## src/rtl/nibble_add_sequencer_if.sv

```systemverilog
// Request/result bundle of nibble_add_sequencer. The ovf signal exists only when SEQ_OVERFLOW_EN is defined.
// start is honoured only while idle; done pulses one cycle and sum/cout (and ovf) stay valid until the next accepted start.
interface nibble_add_sequencer_if #(parameter int NIBBLES = 4);
   logic                 start;
   logic [4*NIBBLES-1:0] op_a;
   logic [4*NIBBLES-1:0] op_b;
   logic                 cin;
   logic [4*NIBBLES-1:0] sum;
   logic                 cout;
   logic                 busy;
   logic                 done;
   logic [1:0]           state;
`ifdef SEQ_OVERFLOW_EN
   logic                 ovf;
`endif

   modport master (
      output start, op_a, op_b, cin,
      input  sum, cout, busy, done, state
`ifdef SEQ_OVERFLOW_EN
      , input ovf
`endif
   );

   modport slave (
      input  start, op_a, op_b, cin,
      output sum, cout, busy, done, state
`ifdef SEQ_OVERFLOW_EN
      , output ovf
`endif
   );
endinterface

```

## src/rtl/nibble_add_sequencer.sv

```systemverilog
// Multi-precision add controller: feeds a 4-bit combinational adder one nibble per clock, LSB first,
// chaining its carry. Define SEQ_OVERFLOW_EN to add the two's-complement overflow flag (bus.ovf).
module nibble_add_sequencer #(
   parameter int NIBBLES = 4
) (
   input  logic                 clk,
   input  logic                 rst_n,
   nibble_add_sequencer_if.slave bus,
   output logic [3:0]           A,
   output logic [3:0]           B,
   output logic                 Ci,
   input  logic [3:0]           S,
   input  logic                 Co
);
   localparam int W  = 4 * NIBBLES;
   localparam int IW = $clog2(NIBBLES);

   typedef enum logic [1:0] {IDLE = 2'd0, RUN = 2'd1, DONE = 2'd2} state_t;

   state_t        state;
   logic [IW-1:0] idx;
   logic [W-1:0]  a_reg;
   logic [W-1:0]  b_reg;
   logic          cin_reg;
   logic          carry_reg;
   logic [W-1:0]  sum_reg;
   logic          cout_reg;
   logic          busy_reg;
   logic          done_reg;
   logic          last;
`ifdef SEQ_OVERFLOW_EN
   logic          ovf_reg;
`endif

   assign last = (idx == IW'(NIBBLES - 1));

   // Adder operands are only driven while running so the adder sees zeros when idle.
   always_comb begin
      A  = 4'd0;
      B  = 4'd0;
      Ci = 1'b0;
      if (state == RUN) begin
         A  = a_reg[{idx, 2'b00} +: 4];
         B  = b_reg[{idx, 2'b00} +: 4];
         Ci = (idx == '0) ? cin_reg : carry_reg;
      end
   end

   always_ff @(posedge clk or negedge rst_n) begin
      if (!rst_n) begin
         state     <= IDLE;
         idx       <= '0;
         a_reg     <= '0;
         b_reg     <= '0;
         cin_reg   <= 1'b0;
         carry_reg <= 1'b0;
         sum_reg   <= '0;
         cout_reg  <= 1'b0;
         busy_reg  <= 1'b0;
         done_reg  <= 1'b0;
`ifdef SEQ_OVERFLOW_EN
         ovf_reg   <= 1'b0;
`endif
      end else begin
         case (state)
            IDLE: begin
               done_reg <= 1'b0;
               if (bus.start) begin
                  a_reg     <= bus.op_a;
                  b_reg     <= bus.op_b;
                  cin_reg   <= bus.cin;
                  carry_reg <= 1'b0;
                  idx       <= '0;
                  sum_reg   <= '0;
                  cout_reg  <= 1'b0;
`ifdef SEQ_OVERFLOW_EN
                  ovf_reg   <= 1'b0;
`endif
                  busy_reg  <= 1'b1;
                  state     <= RUN;
               end
            end
            RUN: begin
               sum_reg[{idx, 2'b00} +: 4] <= S;
               carry_reg <= Co;
               if (last) begin
                  cout_reg <= Co;
`ifdef SEQ_OVERFLOW_EN
                  ovf_reg  <= (a_reg[W-1] == b_reg[W-1]) && (S[3] != a_reg[W-1]);
`endif
                  idx      <= '0;
                  busy_reg <= 1'b0;
                  done_reg <= 1'b1;
                  state    <= DONE;
               end else begin
                  idx <= idx + 1'b1;
               end
            end
            DONE: begin
               done_reg <= 1'b0;
               state    <= IDLE;
            end
            default: begin
               busy_reg <= 1'b0;
               done_reg <= 1'b0;
               state    <= IDLE;
            end
         endcase
      end
   end

   assign bus.sum   = sum_reg;
   assign bus.cout  = cout_reg;
   assign bus.busy  = busy_reg;
   assign bus.done  = done_reg;
   assign bus.state = state;
`ifdef SEQ_OVERFLOW_EN
   assign bus.ovf   = ovf_reg;
`endif
endmodule

```

## src/flat_wrapper.sv

```systemverilog
// flat-port wrapper written by rule: the top's interface ports become plain ports
module nibble_add_sequencer_flat 
#(
   parameter int NIBBLES = 4
)
  (clk, rst_n, A, B, Ci, S, Co, bus_start, bus_op_a, bus_op_b, bus_cin, bus_sum, bus_cout, bus_busy, bus_done, bus_state);
  nibble_add_sequencer_if #(.NIBBLES(NIBBLES)) bus_i ();
  input  logic clk;
  input  logic rst_n;
  output logic [3:0] A;
  output logic [3:0] B;
  output logic Ci;
  input  logic [3:0] S;
  input  logic Co;
  input wire logic [$bits(bus_i.start)-1:0] bus_start;
  input wire logic [$bits(bus_i.op_a)-1:0] bus_op_a;
  input wire logic [$bits(bus_i.op_b)-1:0] bus_op_b;
  input wire logic [$bits(bus_i.cin)-1:0] bus_cin;
  output wire logic [$bits(bus_i.sum)-1:0] bus_sum;
  output wire logic [$bits(bus_i.cout)-1:0] bus_cout;
  output wire logic [$bits(bus_i.busy)-1:0] bus_busy;
  output wire logic [$bits(bus_i.done)-1:0] bus_done;
  output wire logic [$bits(bus_i.state)-1:0] bus_state;
  assign bus_i.start = bus_start;
  assign bus_i.op_a = bus_op_a;
  assign bus_i.op_b = bus_op_b;
  assign bus_i.cin = bus_cin;
  assign bus_sum = bus_i.sum;
  assign bus_cout = bus_i.cout;
  assign bus_busy = bus_i.busy;
  assign bus_done = bus_i.done;
  assign bus_state = bus_i.state;
  nibble_add_sequencer #(.NIBBLES(NIBBLES)) u_core (.clk(clk), .rst_n(rst_n), .bus(bus_i), .A(A), .B(B), .Ci(Ci), .S(S), .Co(Co));
endmodule
```

## config.mk

```make
export PLATFORM = sky130hd
export DESIGN_NAME = nibble_add_sequencer_flat
export DESIGN_NICKNAME = d
export VERILOG_FILES = /design/src/rtl/nibble_add_sequencer_if.sv /design/src/rtl/nibble_add_sequencer.sv /design/src/flat_wrapper.sv
export SDC_FILE = /design/constraint.sdc
export NUM_CORES = 1
export LEC_CHECK = 0
export CELL_PAD_IN_SITES_DETAIL_PLACEMENT = 1
export CELL_PAD_IN_SITES_GLOBAL_PLACEMENT = 2
export CORE_MARGIN = 10
export CORE_UTILIZATION = 34
export CTS_BUF_LIST = sky130_fd_sc_hd__clkbuf_4 sky130_fd_sc_hd__clkbuf_8 sky130_fd_sc_hd__clkbuf_16
export CTS_CLUSTER_DIAMETER = 80
export CTS_CLUSTER_SIZE = 40
export DETAILED_ROUTE_END_ITERATION = 8
export PLACE_DENSITY_LB_ADDON = 0.1
export SLEW_MARGIN = 25
export SYNTH_ARGS = -nofsm -noshare
export SYNTH_HDL_FRONTEND = slang
export SYNTH_SLANG_ARGS = --single-unit
```

## constraint.sdc

```tcl
create_clock -name clk -period 3.4 [get_ports clk]
set_input_delay 0.68 -clock clk [delete_from_list [all_inputs] [get_ports clk]]
set_output_delay 0.68 -clock clk [all_outputs]
set_load 0.02 [all_outputs]
```

==> results by group <==
Layout
  • Layout filler cell count: 728
  • Layout net count: 305
  • Area added between synthesis and finish: 38.7%
  • Fraction of layout cells with a size suffix above 1: 24.8%
  • Utilization of the core after routing: 48.8%
  • Diodes inserted: 0
  • Final non-filler cell total: 361
  • Summed area of non-filler cells in the final layout: 3580 um2

Worst setup path
  • Last element of the critical path: B[0]
  • Maximum fanout along the worst path: 11
  • Crit-path max cell delay: 0.71 ns
  • Launch instance of the worst register-to-register path: u_core.idx[0]
  • Worst Path Class, Setup: reg -> out
  • Crit end category: primary output
  • Critical Path Start Type: flop
  • Signal arrival time at the worst endpoint: 2.48 ns
  • R2R cell count: 5
  • Cells traversed along the worst timing path: buf_4 > mux4_2 > and2_1 > clkdlybuf4s50_1
  • Source of the critical timing path: u_core.idx[0]
  • Worst path required time: 2.72 ns
  • Slowest cell on crit path: sky130_fd_sc_hd__dfrtp_1
  • Reg-to-reg slack, setup: 1.31 ns
  • End of the worst register-to-register path: u_core.bus.sum[5]

Power
  • P per Cell Area: 933 nW/um2
  • Worst VDD drop: 0.281 mV
  • Leakage power summed over all cells: 1.51 nW

Global route
  • Residual overflow from global routing: 0
  • First-pass GRT wire length: 10.8 mm
  • Via count of the first global-routing pass: 2,082
  • Initial antenna violation count: 0
  • Pin count of the biggest net entering global routing: 35
  • GRT Resource Usage Total: 11.8%

Synthesis
  • Synthesized flop and latch total: 57
  • EDFF count, synth: 0
  • Number of synthesis warnings: 0
  • Post-synthesis average cell area: 14.3 um2
  • Async set or reset register ratio after synthesis: 100%
  • Most instantiated flip-flop cell in the synthesis netlist: sky130_fd_sc_hd__dfrtp_1
  • Largest area contributor in the netlist: sky130_fd_sc_hd__dfrtp_1
  • Area contributors post-synth: sky130_fd_sc_hd__dfrtp_1 55%, sky130_fd_sc_hd__mux2_2 14%, sky130_fd_sc_hd__mux4_2 7.0%
  • Syn Nets: 227
  • Post-Syn Area: 2580 um2
  • Fraction of the yosys area taken by sequential cells: 55.3%
  • Synthesized netlist cell count: 180
  • Proportion of netlist area held by the largest area contributor: 55.3%
  • Count of unique library cells instantiated by Yosys: 27

CTS
  • CTS tree: built
  • Reg clk slew, reported paths: 0.07 ns
  • Total clock sinks: 57
  • Number of hold-repair buffers added at the cts stage: 0
  • H-tree levels: 3
  • Post-CTS setup-driven buffer insertion count: 0
  • Number of instances resized during post-cts repair: 0
  • Clock root buffer: sky130_fd_sc_hd__clkbuf_8
  • CTS Buffer Depth: 2
  • Clk Latency, worst-skew pair: 0.32 ns
  • Number of buffers created by CTS: 9

Floorplanning
  • Core Box Area: 7330 um2
  • Die Area: 11,500 um2
  • Chip Height: 107 um
  • Starting Density: 35.2%
  • Count of boundary I/O pins: 71
  • Chip width: 107 um
  • Cell Rows: 31

Run
  • MaxCap Viol Count: 0

Detailed routing
  • Met2 layer wire length in the routed design: 3.30 mm
  • Post-detailed-route wirelength per cell: 17.6 um
  • Number of DRC markers in iteration 0: 34
  • Top layer used by detailed routing: met4
  • Wire length on met1: 2.66 mm
  • Post-route antenna net violation count: 0
  • Via count: 1,764
  • Met3 WL post-DR: 393 um
  • DR pass1 iterations: 3
  • DRC: 0
  • Avg Vias per Cell: 4.89
  • DRT Wirelength: 6.37 mm

Timing
  • Worst rel slew slack: 61.4%
  • Final-report hold violation count: 0
  • Setup TNS: 0 ns
  • Worst Setup Slack, final: 0.244 ns
  • Slew at the pin closest to its max-slew limit: 0.579 ns
  • Timing-limited maximum frequency: 317 MHz
  • Number of pins with negative max-slew slack in the final report: 0
  • Setup repair after global routing missed its margin: false
  • Final clock skew: 0.00907 ns
  • Minimum period implied by the final worst setup slack: 3.16 ns
  • Number of setup violations in the final report: 0
  • Period utilization: 92.8%

Worst hold path
  • Class of the most critical hold timing path: in -> async

Place
  • Post-Place Cell Area: 3380 um2
  • Placement Setup Slack: 0.525 ns
  • Quantity of I/O buffers inserted on ports: 70
  • Count of placed standard cells including taps: 346
  • GP Congestion: 0.746
  • HPWL after detailed placement: 4.84 mm

Status
  • Run status: finished, final reports clean
-- per-stage QoR --
step                      hold WS (ns)  total power, W
after global placement           0.472         0.00274
after CTS                        0.359         0.00341
after global routing             0.367         0.00360
after detailed placement         0.475         0.00276
final                            0.355         0.00334
after floorplan                  0.384         0.00216
-- synth_stat cells, types with 2 or more instances --
library cell               count
sky130_fd_sc_hd__a21o_1        4
sky130_fd_sc_hd__a22o_1       18
sky130_fd_sc_hd__and2_1        9
sky130_fd_sc_hd__buf_4         2
sky130_fd_sc_hd__buf_6         3
sky130_fd_sc_hd__clkbuf_1      3
sky130_fd_sc_hd__dfrtp_1      57
sky130_fd_sc_hd__ha_1          6
sky130_fd_sc_hd__inv_1         6
sky130_fd_sc_hd__mux2_1        2
sky130_fd_sc_hd__mux2_2       31
sky130_fd_sc_hd__mux4_2        8
sky130_fd_sc_hd__nand2_1       9
sky130_fd_sc_hd__nand2b_1      3
sky130_fd_sc_hd__nor2_1        4
sky130_fd_sc_hd__nor4_2        2
sky130_fd_sc_hd__o21ai_0       2
sky130_fd_sc_hd__o21bai_1      2
-- final cells by class --
cell class	count	area, um2	share of cell area (%)
sequential	57	1430	39.9
multi-input combinational	108	1070	29.8
timing repair buffer	76	741	20.7
clock buffer	12	159	4.44
tap	99	124	3.46
clock inverter	3	40.0	1.12
inverter	6	22.5	0.629
-- critical path, delay by kind of cell, from the launching register on --
family | cells | cell delay, ns
simple gates | 1 | 0.17
mux | 1 | 0.49
buf+inv | 2 | 0.80
flops | 1 | 0.71
-- cells in the final DEF, fill, tap and decap left out --
master and count:
sky130_fd_sc_hd__a21o_1 4, sky130_fd_sc_hd__a21oi_1 1, sky130_fd_sc_hd__a22o_1 18, sky130_fd_sc_hd__and2_1 9, sky130_fd_sc_hd__and4_1 1, sky130_fd_sc_hd__buf_2 1
sky130_fd_sc_hd__buf_4 6, sky130_fd_sc_hd__bufinv_16 1, sky130_fd_sc_hd__clkbuf_4 1, sky130_fd_sc_hd__clkbuf_8 11, sky130_fd_sc_hd__clkdlybuf4s50_1 69, sky130_fd_sc_hd__clkinv_2 2
sky130_fd_sc_hd__dfrtp_1 57, sky130_fd_sc_hd__ha_1 6, sky130_fd_sc_hd__inv_1 6, sky130_fd_sc_hd__mux2_1 2, sky130_fd_sc_hd__mux2_2 31, sky130_fd_sc_hd__mux2i_1 1
sky130_fd_sc_hd__mux4_2 8, sky130_fd_sc_hd__nand2_1 9, sky130_fd_sc_hd__nand2b_1 3, sky130_fd_sc_hd__nor2_1 4, sky130_fd_sc_hd__nor2b_1 1, sky130_fd_sc_hd__nor3b_4 1
sky130_fd_sc_hd__nor4_2 2, sky130_fd_sc_hd__nor4b_2 1, sky130_fd_sc_hd__o21ai_0 2, sky130_fd_sc_hd__o21bai_1 2, sky130_fd_sc_hd__o22ai_1 1, sky130_fd_sc_hd__o31ai_1 1
-- per-layer routing --
layer	GRT usage [%]	up-vias
li1	-	815
met1	13.5	904
met2	20.2	43
met3	4.73	2
met4	2.90	0
met5	0	-
-- logic make-up (layout without fill, tap and decap cells) --
family | after synthesis | in the layout | synth area share, %
adders and majority gates | 6 | 6 | 2.91
AOI/OAI and AO/OA | 29 | 29 | 8.97
muxes | 42 | 42 | 21.8
DFF | 57 | 57 | 55.3
buffers and inverters | 15 | 97 | 3.39
and+or+nand+nor | 31 | 31 | 7.66
-- power by group --
group	switching, W	total, W	internal [W]
Clock	0.000249	0.000629	0.000380
Combinational	0.000684	0.00153	0.000845
Sequential	0.000209	0.00118	0.000972
-- worst min path at each step --
stage	to	startpoint	cells past startpoint	slack (ns)
after floorplan	u_core.a_reg[0]	rst_n	0	0.38
after global placement	u_core.a_reg[2]	u_core.a_reg[2]	1	0.47
after detailed placement	u_core.a_reg[2]	u_core.a_reg[2]	1	0.48
after CTS	u_core.bus.done	rst_n	2	0.36
after global routing	u_core.bus.done	rst_n	2	0.37
final	u_core.bus.done	rst_n	2	0.36
Note: power is estimated with default switching activity, not from simulation.
